File: src/rtl/instruction_loader.sv
// Boot-time program loader: receives a byte stream (word count, big-endian words,
// XOR checksum) and writes each packed word into instruction memory.
module instruction_loader #(
  parameter int unsigned BASE_ADDR = 400,
  parameter int unsigned ADDR_STEP = 4,
  parameter int unsigned MAX_WORDS = 28
) (
  input  logic        CLK,
  input  logic        Reset,
  input  logic        start,
  input  logic [7:0]  byteIn,
  input  logic        byteValid,
  output logic        byteReady,
  output logic        InsMemRW,
  output logic        wEn,
  output logic [31:0] wAddr,
  output logic [31:0] wData,
  output logic [5:0]  wordCount,
  output logic        busy,
  output logic        done,
  output logic        error
);

  localparam logic [31:0] BASE_W = 32'(BASE_ADDR);
  localparam logic [31:0] STEP_W = 32'(ADDR_STEP);
  localparam logic [7:0]  MAX_B  = 8'(MAX_WORDS);

  typedef enum logic [2:0] {
    S_IDLE, S_HEADER, S_DATA, S_WRITE, S_CHECK, S_DONE, S_ERROR
  } state_e;

  state_e      state_q, state_d;
  logic [5:0]  n_q, n_d;
  logic [1:0]  cnt_q, cnt_d;
  logic [7:0]  csum_q, csum_d;
  logic [23:0] word_q, word_d;
  logic        wen_q, wen_d;
  logic [31:0] waddr_q, waddr_d;
  logic [31:0] wdata_q, wdata_d;
  logic [5:0]  wcount_q, wcount_d;
  logic        busy_q, busy_d;
  logic        done_q, done_d;
  logic        error_q, error_d;
  logic        accept_s;

  assign byteReady = (state_q == S_HEADER) || (state_q == S_DATA) || (state_q == S_CHECK);
  assign InsMemRW  = byteReady || (state_q == S_WRITE);
  assign accept_s  = byteValid && byteReady;

  assign wEn       = wen_q;
  assign wAddr     = waddr_q;
  assign wData     = wdata_q;
  assign wordCount = wcount_q;
  assign busy      = busy_q;
  assign done      = done_q;
  assign error     = error_q;

  // State and datapath registers
  always_ff @(posedge CLK or negedge Reset) begin
    if (!Reset) begin
      state_q  <= S_IDLE;
      n_q      <= 6'd0;
      cnt_q    <= 2'd0;
      csum_q   <= 8'd0;
      word_q   <= 24'd0;
      wen_q    <= 1'b0;
      waddr_q  <= BASE_W;
      wdata_q  <= 32'd0;
      wcount_q <= 6'd0;
      busy_q   <= 1'b0;
      done_q   <= 1'b0;
      error_q  <= 1'b0;
    end else begin
      state_q  <= state_d;
      n_q      <= n_d;
      cnt_q    <= cnt_d;
      csum_q   <= csum_d;
      word_q   <= word_d;
      wen_q    <= wen_d;
      waddr_q  <= waddr_d;
      wdata_q  <= wdata_d;
      wcount_q <= wcount_d;
      busy_q   <= busy_d;
      done_q   <= done_d;
      error_q  <= error_d;
    end
  end

  // Next-state and registered-output logic
  always_comb begin
    state_d  = state_q;
    n_d      = n_q;
    cnt_d    = cnt_q;
    csum_d   = csum_q;
    word_d   = word_q;
    wen_d    = 1'b0;
    waddr_d  = waddr_q;
    wdata_d  = wdata_q;
    wcount_d = wcount_q;
    done_d   = done_q;
    error_d  = error_q;
    case (state_q)
      S_IDLE, S_DONE, S_ERROR: begin
        if (start) begin
          state_d  = S_HEADER;
          done_d   = 1'b0;
          error_d  = 1'b0;
          wcount_d = 6'd0;
          cnt_d    = 2'd0;
          csum_d   = 8'd0;
          waddr_d  = BASE_W;
        end else begin
          state_d = state_q;
        end
      end
      S_HEADER: begin
        if (!accept_s) begin
          state_d = S_HEADER;
        end else if ((byteIn == 8'd0) || (byteIn > MAX_B)) begin
          state_d = S_ERROR;
          error_d = 1'b1;
        end else begin
          n_d     = byteIn[5:0];
          state_d = S_DATA;
        end
      end
      S_DATA: begin
        if (accept_s) begin
          word_d = {word_q[15:0], byteIn};
          csum_d = csum_q ^ byteIn;
          cnt_d  = cnt_q + 2'd1;
          if (cnt_q == 2'd3) begin
            state_d = S_WRITE;
            wen_d   = 1'b1;
            wdata_d = {word_q, byteIn};
          end else begin
            state_d = S_DATA;
          end
        end else begin
          state_d = S_DATA;
        end
      end
      S_WRITE: begin
        // address and count advance only after the memory has captured the word
        waddr_d  = waddr_q + STEP_W;
        wcount_d = wcount_q + 6'd1;
        if ((wcount_q + 6'd1) == n_q) begin
          state_d = S_CHECK;
        end else begin
          state_d = S_DATA;
        end
      end
      S_CHECK: begin
        if (!accept_s) begin
          state_d = S_CHECK;
        end else if (byteIn == csum_q) begin
          state_d = S_DONE;
          done_d  = 1'b1;
        end else begin
          state_d = S_ERROR;
          error_d = 1'b1;
        end
      end
      default: begin
        state_d = S_IDLE;
      end
    endcase
    busy_d = (state_d == S_HEADER) || (state_d == S_DATA) ||
             (state_d == S_WRITE)  || (state_d == S_CHECK);
  end

endmodule

File: config.mk
export PLATFORM = sky130hd
export DESIGN_NAME = instruction_loader
export DESIGN_NICKNAME = d
export VERILOG_FILES = /design/src/rtl/instruction_loader.sv
export SDC_FILE = /design/constraint.sdc
export NUM_CORES = 1
export LEC_CHECK = 0
export CAP_MARGIN = 20
export CELL_PAD_IN_SITES_DETAIL_PLACEMENT = 2
export CELL_PAD_IN_SITES_GLOBAL_PLACEMENT = 2
export CORE_ASPECT_RATIO = 0.5
export CORE_MARGIN = 3
export CORE_UTILIZATION = 30
export DETAILED_ROUTE_END_ITERATION = 16
export PLACE_DENSITY_LB_ADDON = 0.05
export RECOVER_POWER = 100
export SYNTH_ARGS = -nofsm -noshare
export SYNTH_HDL_FRONTEND = slang
export SYNTH_SLANG_ARGS = --single-unit
File: constraint.sdc
create_clock -name CLK -period 1.7 [get_ports CLK]
set_input_delay 0.34 -clock CLK [delete_from_list [all_inputs] [get_ports CLK]]
set_output_delay 0.34 -clock CLK [all_outputs]
set_load 0.03 [all_outputs]
Word-level counts from Yosys, hierarchy flattened
Cells that the tools add are included.

word-level totals
  bits of input ports = 12
  flip-flop bits (word level) = 117

operators by class
  bitwise gates (word level) = 2
  reduce and logical (&&, ||, !) cells = 22
  add/subtract/negate cells = 3
  equality and inequality tests = 20
  muxes and demuxes = 31
  order comparisons = 1

operators with widths
  operator                 count
  $pmux W32 S2             1
  $add A32 B3 Y32 const B  1
  $mux W32                 1
  $mux W8                  2
  $pmux W8 S2              1
  $mux W3                  5
  $pmux W3 S5              1
  $eq A3 B2 Y1 const B     4
  $eq A3 B3 Y1 const B     4
  $pmux W6 S2              1
  $mux W1                  11
  $ne A2 B2 Y1 const B     5
  $reduce_and A3 Y1        3
  $eq A8 B8 Y1             1
  $gt A8 B5 Y1 const B     1
  $logic_not A8 Y1         1
  $mux W2                  4
  $xor A8 B8 Y8            1
  $logic_or A1 B1 Y1       7
  $add A6 B1 Y6 const B    1
  $eq A3 B1 Y1 const B     2
  $eq A6 B6 Y1             1
  $mux W6                  1
  $reduce_and A6 Y1        1
  other kinds (14)         18

Longest topological paths before layout
Gate-level depths: netlist of the first run.

  depth in word-level cells = 10
  mapped depth = 8
  gate-level depth less buffers = 6

Worst setup path before layout of the first run
Ideal clock, no wire load.

  kind = register -> register
  start point = register waddr_q[7] (netlist: wAddr[7])
  end point = register waddr_q[28] (netlist: wAddr[28])
  clock period less this slack = 1.857 ns
  path slack = -0.157 ns
  library setup time = 0.136 ns
  stages on the path, launching flop included = 7
  arrival = 1.721 ns
  path through = dfstp_2 > nand3_2 > nor4_1 > buf_2 > nand3_2 > o211ai_1 > o31ai_1

on the way
  cells in the longest elaborated chain, start to end = 2

ends and longest elaborated chain
  element                   RTL line  text
  start: declaration        38        logic [31:0] waddr_q, waddr_d;
  start signal: assignment  80        waddr_q <= waddr_d;
  $add A32 B3 Y32           145       waddr_d = waddr_q + STEP_W;
  $pmux W32 S2              102       case (state_q)

No other way between the ends.
A chain may end at the register's enable or synchronous reset.

Worst setup path in the final report of the first run
  start point = register state_q[0]
  end point = output InsMemRW

on the way
  cells in the longest elaborated chain, start to end = 4
  elaborated cells between the ends (all ways) = 7

ends and longest elaborated chain
  element                                              RTL line  text
  start: declaration                                   32        state_e state_q, state_d;
  start signal: assignment                             74        state_q <= state_d;
  $eq A3 B1 Y1 / $eq A3 B2 Y1 (equally long branches)  46        assign byteReady = (state_q == S_HEADER) || (state_q == S_DATA) || (state_q == S_CHECK);
  $logic_or A1 B1 Y1 (2 in series)                     46
  $logic_or A1 B1 Y1 *                                 47        assign InsMemRW = byteReady || (state_q == S_WRITE);
  end: declaration                                     14        output logic InsMemRW,

Mark *: on every way between the ends. The rest lies on a longest branch, timed or not.

==> flow_summary.yaml, run 1 <==
status:
  outcome: "complete, but fails checks"
  failed_checks: "negative setup slack"
synth:
  dominantRegCellSynth: "dfrtp_1"
  syn_inst: 519
  ys.warnings.count: 0
  synth.most_common_cell: "dfrtp_1"
  synth_area_leaders: "dfrtp_1 (53%), nand2_1 (7.5%), mux2_1 (6.8%)"
  synth_top_area_share_pct: 52.84
  synth_area_mm2: 0.005304
  ys_types: 56
  synth_seq_cells: 115
  synth_edf_count: 0
  avgSynthCellArea_um2: 10.22
  yosysSeqAreaShare_pct: 54.33
  synthArstFlopShare_pct: 100.0
  synth_common_cells: "dfrtp_1 (112), nand2_1 (106), o21ai_0 (36)"
  yosysTopAreaCell: "dfrtp_1"
cells_and_area:
  fin_area_mm2: 0.008172
  drive_gt1_share_pct: 32.35
  multi_input_area_mm2: 0.002618
  synthToLayoutAreaGrowth_pct: 54.07
  nets: 716
  n_antenna_cell: 0
  seqCellArea_mm2: 0.002895
  instances_no_fill: 941
  n_fill_cell: 1727
power:
  internal-power_mw: 7.985
  cellPowerDensity_mw_per_mm2: 1551
  p_leak_nw: 4.165
  ir_drop_mv: 0.8042
  p_switching_mw: 4.689
  swShare_pct: 37.00
  share_seq_of_total_power_pct: 31.2
  power.share.combinational_pct: 38.4
  pwr-share-clk_pct: 30.3
setup_path:
  r2r-end: "wAddr[25]$_DFFE_PN0P_"
  crit_path_max_fanout: 11
  path_class: "reg -> out"
  crit_path_start_kind: "flip-flop"
  arrival_ns: 1.61
  r2r_slack_ns: -0.15
  crit_path_end_kind: "output port"
  cp.required_ns: 1.36
  r2r-start: "wAddr[8]$_DFFE_PN1P_"
  r2r_cells: 6
clocking:
  clock-sinks: 115
  htreeDepth: 4
  root_buffer: "clkbuf_16"
  clock_path_buffers: 2
  numCtsBuffers: 17
  clkTransAtPathRegs_ns: 0.06
  cts_tree: "done"
  clk_latency_ns: 0.42
route:
  via_per_inst: 5.094
  route.detailed.drc: 0
  wl_per_cell_um: 20.82
  ant_nets: 0
  routed_wirelength_um: 19590
  vias: 4793
  first_iter_violations: 212
  drtPass1Iterations: 4
global_route:
  antenna_found_initial: 0
  grt_start_max_net_pins: 40
  grt_pass1_vias: 5180
  grt.overflow.total: 0
  grt_pass1_wl_um: 28810
  gr-usage-all-layers_pct: 18.85
timing:
  finClkSkew_ns: 0.007246
  period_minus_slack_ns: 1.954
  rsz0062_at_grt: "true"
  slew_headroom_pct: 58.98
  setup_violations: 23
  hold_slack_ns: 0.3712
  max_freq_mhz: 511.8
  layout_setup_ws_ns: -0.2540
  hold_viol_final: 0
  period_share_pct: 114.9
  drv_slew: 0
  max_slew.worst_pin.slew_ns: 0.6152
die:
  initial_core_util_pct: 31.48
  core_mm2: 0.01685
  rows: 33
  die_width_um: 194.0
  die_area_mm2: 0.01941
  chipHeight_um: 100.0
  pin_count: 88
flow_run:
  drv_cap: 0
place:
  placed_cell_area_mm2: 0.006997
  hpwlAfterDp_um: 11930
  place_congestion: 0.7963
  place.port_buffers: 85
  dp.cells: 877
worst_hold_path:
  min_from: "byteIn[5]"
  hold-path-cell-count: 3
  min_delay_worst_endpoint: "word_q[5]$_DFFE_PN0P_"
  min_path_type: "in -> reg"
[stage by stage]
step                setup WS [ns]  power (mW)  TNS [ns]  utilization (%)
finish                    -0.2540       12.67    -1.451            48.51
global placement          -0.4760       7.877    -9.646            41.53
detailed placement        -0.5301       8.014    -11.76            41.53
global route              -0.3119       13.44    -5.425            48.51
floorplan                -0.05600       6.034  -0.07882                -
CTS                       -0.2743       12.07   -0.4548            45.57
[timing repair]
action                     CTS  global route
hold buffers                 1             0
cloned                       0             4
setup endpoints to repair   87            73
pin swaps                    7            28
buffers inserted             5            24
hold endpoints to repair    15             0
gates resized for setup    112           108
[power groups by stage]
stage / combinational, mW / sequential (mW) / clock (mW)
floorplan: 1.83 / 4.20 / 0
global placement: 3.92 / 3.96 / 0
detailed placement: 4.03 / 3.99 / 0
CTS: 4.23 / 3.95 / 3.89
global route: 5.30 / 4.07 / 4.07
finish: 4.87 / 3.96 / 3.84
[placed cells by master (no fill, tap or decap), drive strengths merged, types with 12 or more instances in the layout]
cell type    Yosys  layout
buf             18     100
clkbuf          10      36
dfrtp          112     112
dlygate4sd2      0      65
mux2            36      36
nand2          108     108
nand3           34      34
nand4           12      12
nor2            26      26
o21ai           52      52
xnor2           13      13
[critical path, stage by stage, from the launching register on]
cell and delay [ns]:
dfrtp_2 0.45, buf_6 0.17, o21a_2 0.22, or2_4 0.22, buf_6 0.14
[final cells by class]
cell class,instances,share of cell area [%]
clock inverter,11,1.837
multi-input combinational,368,32.03
sequential,115,35.43
timing repair buffer,190,21.05
inverter,9,0.4134
clock buffer,21,5.757
tap,227,3.476
[worst max path at each step]
stage | start | endpoint | slack, ns
finish | state_q[0]$_DFF_PN0_ | InsMemRW | -0.25
global route | state_q[1]$_DFF_PN0_ | InsMemRW | -0.31
CTS | state_q[2]$_DFF_PN0_ | InsMemRW | -0.27
detailed placement | byteIn[0] | n_q[1]$_DFFE_PN0P_ | -0.53
global placement | byteIn[0] | n_q[0]$_DFFE_PN0P_ | -0.48
floorplan | wAddr[17]$_DFFE_PN0P_ | wAddr[28]$_DFFE_PN0P_ | -0.06
[flip-flops by register name (all words and copies together) (netlist names), 2 cells and up]
| name | flops |
|---|---|
| wData | 32 |
| wAddr | 30 |
| word_q | 24 |
| csum_q | 8 |
| n_q | 6 |
| wordCount | 6 |
| state_q | 3 |
| cnt_q | 2 |
[kinds of logic (layout without fill, tap and decap cells)]
group                    Yosys count  after routing  share of synthesized area [%]
other                              1              2                        0.07070
buffers and inverters             37            231                          3.232
adder cells (fa/ha/maj)            3              3                         0.7078
flip-flops                       115            115                          54.33
AO/OA/AOI/OAI                     97             97                          11.49
multiplexers                      45             45                          9.342
XOR/XNOR                          19             19                          3.138
AND/OR/NAND/NOR                  202            202                          17.69
[routing by layer]
metal	vias to the layer above	routed length (um)	share of wire, %	GRT usage (%)
met2	70	9838	50	32.08
met3	26	652	3.3	4.561
li1	2202	-	-	-
met1	2495	8777	45	24.22
met4	0	321	1.6	5.568
met5	-	0	0	0
(Power assumes the default switching activity.)
==> run 2: changes to the inputs <==
Settings changed: CORE_UTILIZATION 30 to 36.
Clock period 1.7 ns to 2.5 ns, I/O delays scaled along.
==> run 2 against run 1 <==
- the run ends with max-capacitance violations, max-slew violations left
- first-iteration DRC count rose by 20%
- die area fell by 16%
- register-to-register slack improved by 0.43 ns
- combinational power fell by 54%
- design area fell by 15%
- largest power group is now sequential cells
- highest routed layer unchanged
==> flow_summary.yaml, run 2 (synthesis gave the netlist of run 1 again) <==
die:
  die_width_um: 177.7
  chipHeight_um: 91.83
  core_mm2: 0.01396
  die_area_mm2: 0.01631
  pin_count: 88
  initial_core_util_pct: 37.98
  rows: 30
cells_and_area:
  nets: 632
  fin_area_mm2: 0.006979
  post-route-util_pct: 49.98
  largest_reg_flops: 32
  instances_no_fill: 822
  synthToLayoutAreaGrowth_pct: 31.59
  multi_input_area_mm2: 0.002248
  n_antenna_cell: 0
  n_fill_cell: 1457
  drive_gt1_share_pct: 10.95
  seqCellArea_mm2: 0.002883
  layout_common_cells: "dfrtp_1 (111), nand2_1 (107), dlygate4sd3_1 (75)"
  final_common_cell: "dfrtp_1"
global_route:
  grtUsageMet2_pct: 36.97
  grt_pass1_vias: 4990
  grt_busiest_layer: "met2"
  use_met1_pct: 25.91
  use_met3_pct: 5.004
  grt_pass1_wl_um: 26990
  grt.overflow.total: 0
  antenna_found_initial: 0
  grt_start_max_net_pins: 57
  gr-usage-all-layers_pct: 20.95
place:
  hpwlAfterDp_um: 10910
  pre_cts_slack_ns: 0.06423
  place.port_buffers: 85
  place_congestion: 0.7229
  placed_cell_area_mm2: 0.006456
  dp.cells: 789
timing:
  finalSetupTns_ns: 0
  drv_slew: 36
  period_minus_slack_ns: 2.382
  period_share_pct: 95.30
  hold_slack_ns: 0.4678
  slew_headroom_pct: -39.59
  finClkSkew_ns: 0.009917
  max_freq_mhz: 419.7
  layout_setup_ws_ns: 0.1175
  hold_viol_final: 0
  setup_violations: 0
  max_slew.worst_pin.slew_ns: 2.094
  rsz0062_at_grt: "false"
clocking:
  clock-sinks: 115
  postCtsHoldBufs: 0
  htreeDepth: 4
  clk_latency_ns: 0.42
  root_buffer: "clkbuf_16"
  ctsResizeCount: 2
  post-cts-setup-buffers: 0
  cts_tree: "done"
  clock_path_buffers: 2
  clkTransAtPathRegs_ns: 0.06
  numCtsBuffers: 17
power:
  power.share.combinational_pct: 30.4
  p_leak_nw: 3.444
  cellPowerDensity_mw_per_mm2: 1051
  pwr-share-clk_pct: 32.6
  p_switching_mw: 2.844
  share_seq_of_total_power_pct: 37.0
  ir_drop_mv: 0.4790
  swShare_pct: 38.79
  design_power_total_mw: 7.333
  internal-power_mw: 4.489
route:
  vias: 4424
  route.detailed.drc: 0
  ant_nets: 0
  first_iter_violations: 254
  drtPass1Iterations: 4
  wl_per_cell_um: 19.66
  via_per_inst: 5.382
  routed_wirelength_um: 16160
flow_run:
  drv_cap: 1
setup_path:
  path_class: "reg -> out"
  crit_path_end_kind: "output port"
  arrival_ns: 1.88
  cp.required_ns: 2.00
  crit_path_max_fanout: 11
  crit_path_start_kind: "flip-flop"
status:
  failed_checks: "max-capacitance violations, max-slew violations"
  outcome: "complete, but fails checks"
worst_hold_path:
  min_path_type: "reg -> reg"
[run 2: changes by cell type in the layout (fill, tap and decap cells not counted), moves of 12 or more]
cell / before / now
o21ai_0: 12 / 51
nand3_1: 19 / 31
dlygate4sd2_1: 65 / 1
o21ai_1: 29 / 1
buf_4: 79 / 15
dlygate4sd3_1: 1 / 75
[run 2: final timing paths]
path                                        from                     to  slack (ns)  depth (start not counted)
max                         state_q[1]$_DFF_PN0_               InsMemRW        0.12                          6
min                        wAddr[31]$_DFFE_PN0P_  wAddr[31]$_DFFE_PN0P_        0.47                          1
max reg2reg                 state_q[2]$_DFF_PN0_  wAddr[23]$_DFFE_PN0P_        0.28                          6
min reg2reg                wAddr[31]$_DFFE_PN0P_  wAddr[31]$_DFFE_PN0P_        0.47                          1
max in group asynchronous                  Reset  word_q[6]$_DFFE_PN0P_        0.43                          2
min in group asynchronous                  Reset  wAddr[22]$_DFFE_PN0P_        0.68                          1
[run 2: cell type report]
class,count,area share (%)
sequential,115,41.31
multi-input combinational,368,32.22
timing repair buffer,106,14.34
clock buffer,18,6.149
tap,192,3.442
clock inverter,14,2.062
inverter,9,0.4840
[run 2: worst max-delay path: stages (launching register included)]
cell and delay [ns]:
dfrtp_1 0.42, buf_4 0.18, nand2_1 0.12, nor2_1 0.07, buf_4 0.20, or2_2 0.30
buf_4 0.17
[run 2: power by group through the flow]
stage	registers, mW	logic [mW]	clock network (mW)
global route	2.79	2.48	2.54
global placement	2.71	2.24	0
CTS	2.73	2.35	2.43
finish	2.71	2.23	2.39
detailed placement	2.74	2.32	0
floorplan	2.85	1.23	0
[run 2: per-layer routing]
layer | part of all wire [%] | routed length [um]
met4 | 0.67 | 108
met3 | 3.6 | 587
met5 | 0 | 0
met1 | 44 | 7158
met2 | 51 | 8302
==> run 3: changes to the inputs <==
Settings changed: GPL_ROUTABILITY_DRIVEN from default to 0.
==> results of run 3 <==
No change in the layout: final DEF, timing and power equal those of run 2.
